--- src/rtl/param_master_port_pkg.sv ---
// Shared types and constants for the parameter master port: FSM state
// encoding and the serial-bus mode values.
package mp_pkg;

  localparam logic [2:0] ST_IDLE  = 3'd0;
  localparam logic [2:0] ST_REQ   = 3'd1;
  localparam logic [2:0] ST_ADDR  = 3'd2;
  localparam logic [2:0] ST_WDATA = 3'd3;
  localparam logic [2:0] ST_RWAIT = 3'd4;
  localparam logic [2:0] ST_RDATA = 3'd5;
  localparam logic [2:0] ST_DONE  = 3'd6;

  typedef enum logic [2:0] {
    MP_IDLE  = ST_IDLE,
    MP_REQ   = ST_REQ,
    MP_ADDR  = ST_ADDR,
    MP_WDATA = ST_WDATA,
    MP_RWAIT = ST_RWAIT,
    MP_RDATA = ST_RDATA,
    MP_DONE  = ST_DONE
  } mp_state_t;

  localparam logic MP_MODE_WR = 1'b1;
  localparam logic MP_MODE_RD = 1'b0;

  // True while the port is driving serial bits onto the bus.
  function automatic logic mp_is_tx(input mp_state_t s);
    return (s == MP_ADDR) || (s == MP_WDATA);
  endfunction

endpackage

--- src/rtl/param_master_port_if.sv ---
// Host request port plus serial parameter bus of the master port, with the
// master (port side) and slave (host/arbiter/serial slave side) views.
interface param_master_port_if #(
  parameter int ADDR_W = 16,
  parameter int DATA_W = 8
);
  // Handshakes: a host request transfers on a rising edge with m_valid && m_ready;
  // a serial bit transfers on a rising edge with mp_valid && mp_ready && mp_bgnt;
  // a read bit transfers on a rising edge with mp_rvalid while the read is waiting.
  logic [ADDR_W-1:0] m_addr;
  logic [DATA_W-1:0] m_wdata;
  logic              m_we;
  logic              m_valid;
  logic              m_ready;
  logic [DATA_W-1:0] m_rdata;
  logic              m_rvalid;
  logic              m_err;
  logic              mp_breq;
  logic              mp_bgnt;
  logic              mp_addr;
  logic              mp_wdata;
  logic              mp_mode;
  logic              mp_valid;
  logic              mp_ready;
  logic              mp_rdata;
  logic              mp_rvalid;

  modport master (
    input  m_addr, m_wdata, m_we, m_valid,
    output m_ready, m_rdata, m_rvalid, m_err,
    output mp_breq, mp_addr, mp_wdata, mp_mode, mp_valid,
    input  mp_bgnt, mp_ready, mp_rdata, mp_rvalid
  );

  modport slave (
    output m_addr, m_wdata, m_we, m_valid,
    input  m_ready, m_rdata, m_rvalid, m_err,
    input  mp_breq, mp_addr, mp_wdata, mp_mode, mp_valid,
    output mp_bgnt, mp_ready, mp_rdata, mp_rvalid
  );

endinterface

--- src/rtl/param_master_port_serdes.sv ---
// LSB-first shift register with bit counter; shifts right, new bits enter at
// the MSB, so after W shifts the first bit received sits in bit 0.
module mp_serdes #(
  parameter int W = 8
) (
  input  logic         clk,
  input  logic         rstn,
  input  logic         load_i,
  input  logic [W-1:0] load_data_i,
  input  logic         shift_i,
  input  logic         in_bit_i,
  output logic         bit_o,
  output logic [W-1:0] data_o,
  output logic         done_o
);

  localparam int CW = (W > 1) ? $clog2(W) : 1;

  logic [W-1:0]  sh_q;
  logic [CW-1:0] cnt_q;
  logic          last;

  assign last   = (cnt_q == CW'(W - 1));
  assign bit_o  = sh_q[0];
  assign data_o = sh_q;
  assign done_o = shift_i && last;

  always_ff @(posedge clk or negedge rstn) begin
    if (!rstn) begin
      sh_q  <= '0;
      cnt_q <= '0;
    end else if (load_i) begin
      sh_q  <= load_data_i;
      cnt_q <= '0;
    end else if (shift_i) begin
      sh_q  <= (sh_q >> 1) | (W'(in_bit_i) << (W - 1));
      cnt_q <= last ? '0 : cnt_q + 1'b1;
    end
  end

endmodule

--- src/rtl/param_master_port.sv ---
// Parameter master port: turns one host read/write into a serial LSB-first
// frame on an arbitrated bus. Optional watchdog abort via MP_TIMEOUT_EN.
module param_master_port
  import mp_pkg::*;
#(
  parameter int ADDR_W  = 16,
  parameter int DATA_W  = 8,
  parameter int TMO_CYC = 255
) (
  input  logic                 clk,
  input  logic                 rstn,
  param_master_port_if.master  bus,
  output mp_state_t            state_o
);

  mp_state_t         state_q, state_d;
  logic [ADDR_W-1:0] addr_q;
  logic [DATA_W-1:0] wdata_q;
  logic [DATA_W-1:0] rdata_q;
  logic              we_q;
  logic              init_q;
  logic              accept;
  logic              xfer_load;
  logic              rd_done_now;
  logic              tmo_hit;

  logic              a_shift, a_bit, a_done;
  logic              w_shift, w_bit, w_done;
  logic              r_shift, r_done;
  logic [DATA_W-1:0] r_data;
  logic [ADDR_W-1:0] a_data_unused;
  logic [DATA_W-1:0] w_data_unused;
  logic              r_bit_unused;

  assign accept      = bus.m_valid && bus.m_ready;
  assign xfer_load   = (state_q == MP_REQ) && bus.mp_bgnt;
  assign a_shift     = (state_q == MP_ADDR) && bus.mp_bgnt && bus.mp_ready;
  assign w_shift     = (state_q == MP_WDATA) && bus.mp_bgnt && bus.mp_ready;
  assign r_shift     = ((state_q == MP_RWAIT) || (state_q == MP_RDATA)) &&
                       bus.mp_bgnt && bus.mp_rvalid;
  assign rd_done_now = (state_q == MP_DONE) && (we_q == MP_MODE_RD);

  // Every grant restarts the frame from address bit 0.
  mp_serdes #(.W(ADDR_W)) u_addr (
    .clk(clk), .rstn(rstn), .load_i(xfer_load), .load_data_i(addr_q),
    .shift_i(a_shift), .in_bit_i(1'b0),
    .bit_o(a_bit), .data_o(a_data_unused), .done_o(a_done)
  );

  mp_serdes #(.W(DATA_W)) u_wdata (
    .clk(clk), .rstn(rstn), .load_i(xfer_load), .load_data_i(wdata_q),
    .shift_i(w_shift), .in_bit_i(1'b0),
    .bit_o(w_bit), .data_o(w_data_unused), .done_o(w_done)
  );

  mp_serdes #(.W(DATA_W)) u_rdata (
    .clk(clk), .rstn(rstn), .load_i(xfer_load), .load_data_i('0),
    .shift_i(r_shift), .in_bit_i(bus.mp_rdata),
    .bit_o(r_bit_unused), .data_o(r_data), .done_o(r_done)
  );

  always_comb begin
    state_d = state_q;
    case (state_q)
      MP_IDLE:  if (accept) state_d = MP_REQ;
      MP_REQ:   if (bus.mp_bgnt) state_d = MP_ADDR;
      MP_ADDR: begin
        if (!bus.mp_bgnt)  state_d = MP_REQ;
        else if (a_done)   state_d = (we_q == MP_MODE_WR) ? MP_WDATA : MP_RWAIT;
      end
      MP_WDATA: begin
        if (!bus.mp_bgnt)  state_d = MP_REQ;
        else if (w_done)   state_d = MP_DONE;
      end
      MP_RWAIT: begin
        if (!bus.mp_bgnt)        state_d = MP_REQ;
        else if (bus.mp_rvalid)  state_d = r_done ? MP_DONE : MP_RDATA;
      end
      MP_RDATA: begin
        if (!bus.mp_bgnt)  state_d = MP_REQ;
        else if (r_done)   state_d = MP_DONE;
      end
      MP_DONE:  state_d = MP_IDLE;
      default:  state_d = MP_IDLE;
    endcase
    if (tmo_hit) state_d = MP_IDLE;
  end

  always_ff @(posedge clk or negedge rstn) begin
    if (!rstn) begin
      state_q <= MP_IDLE;
      init_q  <= 1'b0;
      addr_q  <= '0;
      wdata_q <= '0;
      we_q    <= MP_MODE_RD;
      rdata_q <= '0;
    end else begin
      state_q <= state_d;
      init_q  <= 1'b1;
      if (accept) begin
        addr_q  <= bus.m_addr;
        wdata_q <= bus.m_wdata;
        we_q    <= bus.m_we;
      end
      if (rd_done_now) rdata_q <= r_data;
    end
  end

`ifdef MP_TIMEOUT_EN
  localparam int TW = $clog2(TMO_CYC + 1);

  logic [TW-1:0] tmo_q, tmo_d;
  logic          tmo_cnt_en;
  logic          err_q;

  // Only waiting cycles count; a cycle that moves a bit does not.
  always_comb begin
    tmo_cnt_en = 1'b0;
    case (state_q)
      MP_REQ, MP_RWAIT:  tmo_cnt_en = 1'b1;
      MP_ADDR, MP_WDATA: tmo_cnt_en = !bus.mp_ready;
      MP_RDATA:          tmo_cnt_en = !bus.mp_rvalid;
      default:           tmo_cnt_en = 1'b0;
    endcase
  end

  assign tmo_hit = tmo_cnt_en && (tmo_q == TW'(TMO_CYC - 1));

  always_comb begin
    tmo_d = tmo_q;
    if (state_d != state_q) tmo_d = '0;
    else if (tmo_cnt_en)    tmo_d = tmo_q + 1'b1;
  end

  always_ff @(posedge clk or negedge rstn) begin
    if (!rstn) begin
      tmo_q <= '0;
      err_q <= 1'b0;
    end else begin
      tmo_q <= tmo_d;
      err_q <= tmo_hit;
    end
  end

  assign bus.m_err = err_q;
`else
  localparam int TMO_CYC_UNUSED = TMO_CYC;
  assign tmo_hit   = 1'b0;
  assign bus.m_err = 1'b0;
`endif

  assign state_o      = state_q;
  assign bus.m_ready  = init_q && (state_q == MP_IDLE);
  assign bus.m_rvalid = rd_done_now;
  // The freshly assembled word is shown during DONE, then held in rdata_q.
  assign bus.m_rdata  = rd_done_now ? r_data : rdata_q;
  assign bus.mp_breq  = (state_q != MP_IDLE);
  assign bus.mp_valid = mp_is_tx(state_q);
  assign bus.mp_mode  = mp_is_tx(state_q) ? we_q : MP_MODE_RD;
  assign bus.mp_addr  = (state_q == MP_ADDR) && a_bit;
  assign bus.mp_wdata = (state_q == MP_WDATA) && w_bit;

endmodule

--- src/flat_wrapper.sv ---
// flat-port wrapper written by rule: the top's interface ports become plain ports
module param_master_port_flat import mp_pkg::*;
#(
  parameter int ADDR_W  = 16,
  parameter int DATA_W  = 8,
  parameter int TMO_CYC = 255
)
  (clk, rstn, state_o, bus_m_addr, bus_m_wdata, bus_m_we, bus_m_valid, bus_m_ready, bus_m_rdata, bus_m_rvalid, bus_m_err, bus_mp_breq, bus_mp_addr, bus_mp_wdata, bus_mp_mode, bus_mp_valid, bus_mp_bgnt, bus_mp_ready, bus_mp_rdata, bus_mp_rvalid);
  param_master_port_if #(.ADDR_W(ADDR_W), .DATA_W(DATA_W)) bus_i ();
  input  logic clk;
  input  logic rstn;
  output mp_state_t state_o;
  input wire logic [$bits(bus_i.m_addr)-1:0] bus_m_addr;
  input wire logic [$bits(bus_i.m_wdata)-1:0] bus_m_wdata;
  input wire logic [$bits(bus_i.m_we)-1:0] bus_m_we;
  input wire logic [$bits(bus_i.m_valid)-1:0] bus_m_valid;
  output wire logic [$bits(bus_i.m_ready)-1:0] bus_m_ready;
  output wire logic [$bits(bus_i.m_rdata)-1:0] bus_m_rdata;
  output wire logic [$bits(bus_i.m_rvalid)-1:0] bus_m_rvalid;
  output wire logic [$bits(bus_i.m_err)-1:0] bus_m_err;
  output wire logic [$bits(bus_i.mp_breq)-1:0] bus_mp_breq;
  output wire logic [$bits(bus_i.mp_addr)-1:0] bus_mp_addr;
  output wire logic [$bits(bus_i.mp_wdata)-1:0] bus_mp_wdata;
  output wire logic [$bits(bus_i.mp_mode)-1:0] bus_mp_mode;
  output wire logic [$bits(bus_i.mp_valid)-1:0] bus_mp_valid;
  input wire logic [$bits(bus_i.mp_bgnt)-1:0] bus_mp_bgnt;
  input wire logic [$bits(bus_i.mp_ready)-1:0] bus_mp_ready;
  input wire logic [$bits(bus_i.mp_rdata)-1:0] bus_mp_rdata;
  input wire logic [$bits(bus_i.mp_rvalid)-1:0] bus_mp_rvalid;
  assign bus_i.m_addr = bus_m_addr;
  assign bus_i.m_wdata = bus_m_wdata;
  assign bus_i.m_we = bus_m_we;
  assign bus_i.m_valid = bus_m_valid;
  assign bus_m_ready = bus_i.m_ready;
  assign bus_m_rdata = bus_i.m_rdata;
  assign bus_m_rvalid = bus_i.m_rvalid;
  assign bus_m_err = bus_i.m_err;
  assign bus_mp_breq = bus_i.mp_breq;
  assign bus_mp_addr = bus_i.mp_addr;
  assign bus_mp_wdata = bus_i.mp_wdata;
  assign bus_mp_mode = bus_i.mp_mode;
  assign bus_mp_valid = bus_i.mp_valid;
  assign bus_i.mp_bgnt = bus_mp_bgnt;
  assign bus_i.mp_ready = bus_mp_ready;
  assign bus_i.mp_rdata = bus_mp_rdata;
  assign bus_i.mp_rvalid = bus_mp_rvalid;
  param_master_port #(.ADDR_W(ADDR_W), .DATA_W(DATA_W), .TMO_CYC(TMO_CYC)) u_core (.clk(clk), .rstn(rstn), .bus(bus_i), .state_o(state_o));
endmodule
--- config.mk ---
export PLATFORM = sky130hd
export DESIGN_NAME = param_master_port_flat
export DESIGN_NICKNAME = d
export VERILOG_FILES = /design/src/rtl/param_master_port_pkg.sv /design/src/rtl/param_master_port_if.sv /design/src/rtl/param_master_port_serdes.sv /design/src/rtl/param_master_port.sv /design/src/flat_wrapper.sv
export SDC_FILE = /design/constraint.sdc
export NUM_CORES = 1
export LEC_CHECK = 0
export BUFFER_PORTS_ARGS = -buffer_cell sky130_fd_sc_hd__buf_2
export CORE_MARGIN = 1
export CORE_UTILIZATION = 40
export CTS_BUF_LIST = sky130_fd_sc_hd__clkbuf_4 sky130_fd_sc_hd__clkbuf_8
export CTS_CLUSTER_SIZE = 24
export DETAILED_ROUTE_END_ITERATION = 8
export GPL_TIMING_DRIVEN = 0
export PLACE_DENSITY = 0.69
export SYNTH_ARGS = -nofsm -noshare
export SYNTH_HDL_FRONTEND = slang
export SYNTH_SLANG_ARGS = --single-unit
--- constraint.sdc ---
create_clock -name clk -period 1.9 [get_ports clk]
set_clock_uncertainty 0.05 [all_clocks]
set_input_delay 0.285 -clock clk [delete_from_list [all_inputs] [get_ports clk]]
set_output_delay 0.285 -clock clk [all_outputs]
set_load 0.005 [all_outputs]
==> results of run 1 <==
[Yosys cell counts (6+ instances only)]
cell	count	area, µm²
nand2_1	47	176.4
dfrtp_1	79	1977
nor2_1	18	67.56
buf_6	8	90.09
mux2_1	20	225.2
buf_2	10	50.05
a22o_1	10	87.58
mux2_2	13	146.4
a31oi_1	13	81.33
mux2i_1	6	60.06
nand3_1	10	50.05
o21ai_0	8	40.04
[stage by stage]
stage	total power [mW]	cells	util, %	setup TNS (ns)	hold slack (ns)
floorplan	4.055	310	-	0	-0.06059
global placement	4.528	466	45.51	-4.817	0.3995
detailed placement	4.612	467	45.85	-0.2475	0.07758
CTS	6.302	492	50.73	-2.282	0.07752
global route	7.104	501	53.14	-3.134	0.09305
finish	6.657	501	53.14	-2.100	0.1077
[cells by family (layout without fill, tap and decap cells)]
| logic type | after synthesis | count (layout) | synth area share [%] |
|---|---|---|---|
| AND/OR/NAND/NOR | 101 | 101 | 14.49 |
| flip-flops | 79 | 79 | 55.01 |
| AO/OA/AOI/OAI | 55 | 55 | 10.93 |
| multiplexers | 39 | 39 | 12.01 |
| buffers and inverters | 28 | 111 | 5.362 |
| adder cells (fa/ha/maj) | 5 | 5 | 1.741 |
| other | 2 | 2 | 0.2090 |
| XOR/XNOR | 1 | 1 | 0.2438 |
[report_power, final]
group,internal [mW],leakage (nW),switching (mW)
clock,0.874,0.116,0.631
sequential,2.30,0.996,0.372
combinational,1.38,1.15,1.10
total,4.55,2.26,2.11
[state kept, by name (all words and copies together) (netlist names), 4 cells and up]
name,cells
u_core.addr_q,16
u_core.u_addr.cnt_q,4
u_core.u_wdata.data_o,8
u_core.rdata_q,8
u_core.wdata_q,8
u_core.u_rdata.data_o,8
u_core.u_addr.data_o,16
[final cells by class]
class	instances	area, µm²	area share [%]
Multi-Input combinational cell	203	1558	33.61
Sequential cell	79	1978	42.68
Clock inverter	7	118.9	2.565
Tap cell	108	135.1	2.916
Timing Repair Buffer	68	511.7	11.04
Inverter	6	22.52	0.4860
Buffer	21	186.4	4.023
Clock buffer	9	123.9	2.673
[worst paths after layout]
kind	startpoint	to	slack, ns	cells past startpoint
max	u_core.state_o[0]	bus_m_rdata[2]	-0.28	5
min	bus_m_addr[3]	u_core.addr_q[3]	0.11	2
max reg2reg	u_core.state_o[2]	u_core.addr_q[12]	0.01	7
min reg2reg	u_core.addr_q[15]	u_core.u_addr.data_o[15]	0.43	2
max in group asynchronous	rstn	u_core.u_wdata.data_o[0]	0.98	3
min in group asynchronous	rstn	u_core.addr_q[9]	0.24	2
[repair_timing]
| action | 4_1_cts | 5_1_grt |
|---|---|---|
| hold buffers | 1 | 0 |
| gates cloned | 1 | 3 |
| buffers inserted | 7 | 8 |
| endpoints found under the hold margin | 32 | 0 |
| pin swaps | 2 | 3 |
| gates resized for setup | 26 | 28 |
| endpoints found under the setup margin | 9 | 34 |
[metal layers]
layer / share of wire [%] / vias up / global-route usage, %
li1: - / 1245 / -
met1: 48 / 1279 / 23.04
met2: 46 / 54 / 25.03
met3: 4.3 / 16 / 3.902
met4: 1.9 / 0 / 7.463
met5: 0 / - / 0
==> run metrics, run 1 <==
crit-path max cell delay 0.39 ns; worst slack at placement -0.03705 ns; H-tree depth 3; crit path cell chain buf_6 > nor4bb_4 > buf_4 > mux2_4 > buf_6; fin crit period 2.176 ns; Synth Register Bits 79; Top delay family on crit path buffers and inverters; placed cell areas 3999 µm²; Finished Cell Area 4634 µm²; Initial DRC Count 141; number of global-route vias before repair 2,523; first-pass GRT wire length 12,450 µm; antenna cells 0; maximum resistive drop on vdd 0.7555 mV; drt wl/cell 15.12 µm; Syn Area/Cell 11.59 µm²; FMAX 459.5 MHz; Global Route Usage Sum 16.68%; RePlAce Congestion 0.8330; violated checks negative setup slack; FFs w/ async S/R, synth 100.0%; TritonCTS clock tree built; Max Fanout on Critical Path 4; most frequent cells in the layout dfrtp_1, buf_2, nand2_1; root buffer cell clkbuf_8; Nets 425; CTS Buf Count 9; Final Max Slew Viols 0; area of the core 8721 µm²; ANT nets after route 0; Crit Path Class reg -> out; RSZ-0062 raised after global routing yes; class of the worst hold path in -> reg; worst skew pair latency 0.35 ns; row cnt 34; WP data arrival 1.84 ns; period utilization 114.5%; I/O pins 51; number of fillers in the final layout 766; Fin. Hold Viols 0; 1st-pass router iterations 4; Bufs and invs on worst path 3; slowest CP cell dfrtp_1; Die W 96.78 µm; most used cell, CP buf_6; Starting Density 41.21%; sequential fraction of the synthesis area 55.01%; Avg Vias per Cell 5.178; Pwr per Cell Area 1436 nW/µm²; Req. time, crit path 1.56 ns; clock-pin slew on the worst setup and hold paths 0.09 ns; MaxCap Viol Count 0; LEAKAGE 2.258 nW; Netlist cell types 51; Die Span Y 96.78 µm; die area 9366 µm²; hpwl dp 4775 µm; Post-synth EDFFs 0; via count of the routed design 2,594; Final setup violation count 9; Post-synth top flop dfrtp_1; initial antenna violation count 0; most common cell after layout, fill and taps aside dfrtp_1; share of cells above drive strength 1 38.42%; yosys warns 0; post-synth design cell area 3593 µm²; crit path launch type flip-flop; status complete, but fails checks; drt total wl 7574 µm; # clock sinks 79; worst-case clock buffer depth 2; synth-to-layout area growth 28.97%; Setup WS post-layout -0.2762 ns; pin count of the biggest net entering global routing 72; # DRC 0; cell count after synthesis 310; PortBufs 48; Setup crit end kind output port; Syn Nets 347; grt total ovfl 0
Note: power is estimated with default switching activity, not from simulation.
==> run 2, diff against run 1 <==
- CORE_MARGIN: 1 -> 8
- clock period: 1.9 -> 2.7 ns (I/O delays scaled with it)
==> run metrics, run 2 (synthesis results as in run 1) <==
Global Route Usage Sum 12.43%; grt total ovfl 0; Req. time, crit path 2.25 ns; PortBufs 48; antenna cells 0; crit path launch type flip-flop; drt wl/cell 14.99 µm; Crit Path Class reg -> out; slowest CP cell dfrtp_1; Hold Path Cell Cnt 2; most used cell, CP buf_2; Final setup violation count 0; drt total wl 7256 µm; Pwr per Cell Area 978.8 nW/µm²; pin count of the biggest net entering global routing 66; Fin. Hold Viols 0; Setup crit end kind output port; Die Span Y 110.8 µm; worst-case clock buffer depth 2; Fin Setup TNS 0 ns; period utilization 90.53%; via count of the routed design 2,539; RePlAce Congestion 0.8487; class of the worst hold path in -> reg; Initial DRC Count 109; fin crit period 2.444 ns; Nets 408; most frequent cells in the layout dfrtp_1, buf_2, nand2_1; hpwl dp 5283 µm; initial antenna violation count 0; I/O pins 51; WP data arrival 1.99 ns; MaxCap Viol Count 0; worst skew pair latency 0.36 ns; crit-path max cell delay 0.39 ns; # clock sinks 79; path depth of the worst reg2reg path 6; number of global-route vias before repair 2,589; H-tree depth 3; 1st-pass router iterations 4; ANT nets after route 0; clock-pin slew on the worst setup and hold paths 0.09 ns; Final Max Slew Viols 0; # DRC 0; FMAX 409.1 MHz; Starting Density 41.21%; synth-to-layout area growth 17.24%; crit path cell chain buf_2 > nor4bb_1 > buf_2 > mux2_2 > buf_2; root buffer cell clkbuf_8; Max Fanout on Critical Path 10; Die W 110.8 µm; die area 12,270 µm²; LEAKAGE 2.057 nW; row cnt 34; TritonCTS clock tree built; maximum resistive drop on vdd 0.4332 mV; most common cell after layout, fill and taps aside dfrtp_1; share of cells above drive strength 1 29.26%; Final Util 48.31%; area of the core 8721 µm²; number of fillers in the final layout 794; status completed; Avg Vias per Cell 5.246; RSZ-0062 raised after global routing no; first-pass GRT wire length 12,620 µm; CTS Buf Count 9; setup repair bufs after CTS 0
[run 2: per-stage QoR]
step	std cells	worst slack [ns]	cell area (µm²)	total power, mW	hold slack (ns)
after floorplan	310	0.8420	3593	2.854	0.05941
after global placement	466	0.6136	3969	3.190	0.4001
after detailed placement	467	0.6169	3999	3.266	0.2393
after CTS	484	0.2090	4213	4.181	0.1775
after global routing	484	0.1293	4213	4.439	0.1858
final	484	0.2556	4213	4.124	0.2007
[run 2: final cells by class]
| cell class | instances | area [µm²] | area share, % |
|---|---|---|---|
| flip-flops and latches | 79 | 1977 | 46.93 |
| multi-input cells | 203 | 1424 | 33.80 |
| repair buffers | 50 | 280.3 | 6.653 |
| plain buffers | 22 | 170.2 | 4.039 |
| well taps | 108 | 135.1 | 3.208 |
| clock buffers | 9 | 123.9 | 2.940 |
| clock inverters | 7 | 80.08 | 1.901 |
| inverters | 6 | 22.52 | 0.5346 |
[run 2: worst paths after layout]
check / endpoint / slack (ns) / from
setup / recovery: bus_m_rdata[7] / 0.26 / u_core.state_o[0]
hold / removal: u_core.addr_q[2] / 0.20 / bus_m_addr[2]
setup reg to reg: u_core.wdata_q[1] / 0.88 / u_core.state_o[0]
hold reg to reg: u_core.u_wdata.data_o[7] / 0.42 / u_core.wdata_q[7]
max in group asynchronous: u_core.addr_q[11] / 1.60 / rstn
min in group asynchronous: u_core.rdata_q[3] / 0.43 / rstn
[run 2: what timing repair did]
action / in CTS / in global routing
resized for setup: 0 / 0
hold buffers: 1 / 0
hold endpoints to repair: 14 / 0
[run 2: layer usage]
| metal | part of all wire, % | vias up | global-route usage (%) |
|---|---|---|---|
| met2 | 47 | 62 | 18.88 |
| met1 | 46 | 1256 | 16.01 |
| met3 | 4.6 | 9 | 3.950 |
| li1 | - | 1212 | - |
| met5 | 0 | - | 0 |
| met4 | 1.6 | 0 | 4.865 |
[run 2: where the power goes]
part           total (mW)  switching (mW)  internal [mW]  leakage [nW]
registers            1.86           0.250           1.62         0.997
clock network       0.898           0.462          0.436        0.0900
logic                1.36           0.699          0.662         0.970
total                4.12            1.41           2.71          2.06
[run 2: critical path, delay by kind of cell, from the launching register on]
| kind | cells | cell delay (ns) |
|---|---|---|
| and+or+nand+nor | 1 | 0.27 |
| muxes | 1 | 0.38 |
| buffers and inverters | 3 | 0.60 |
| DFF | 1 | 0.39 |
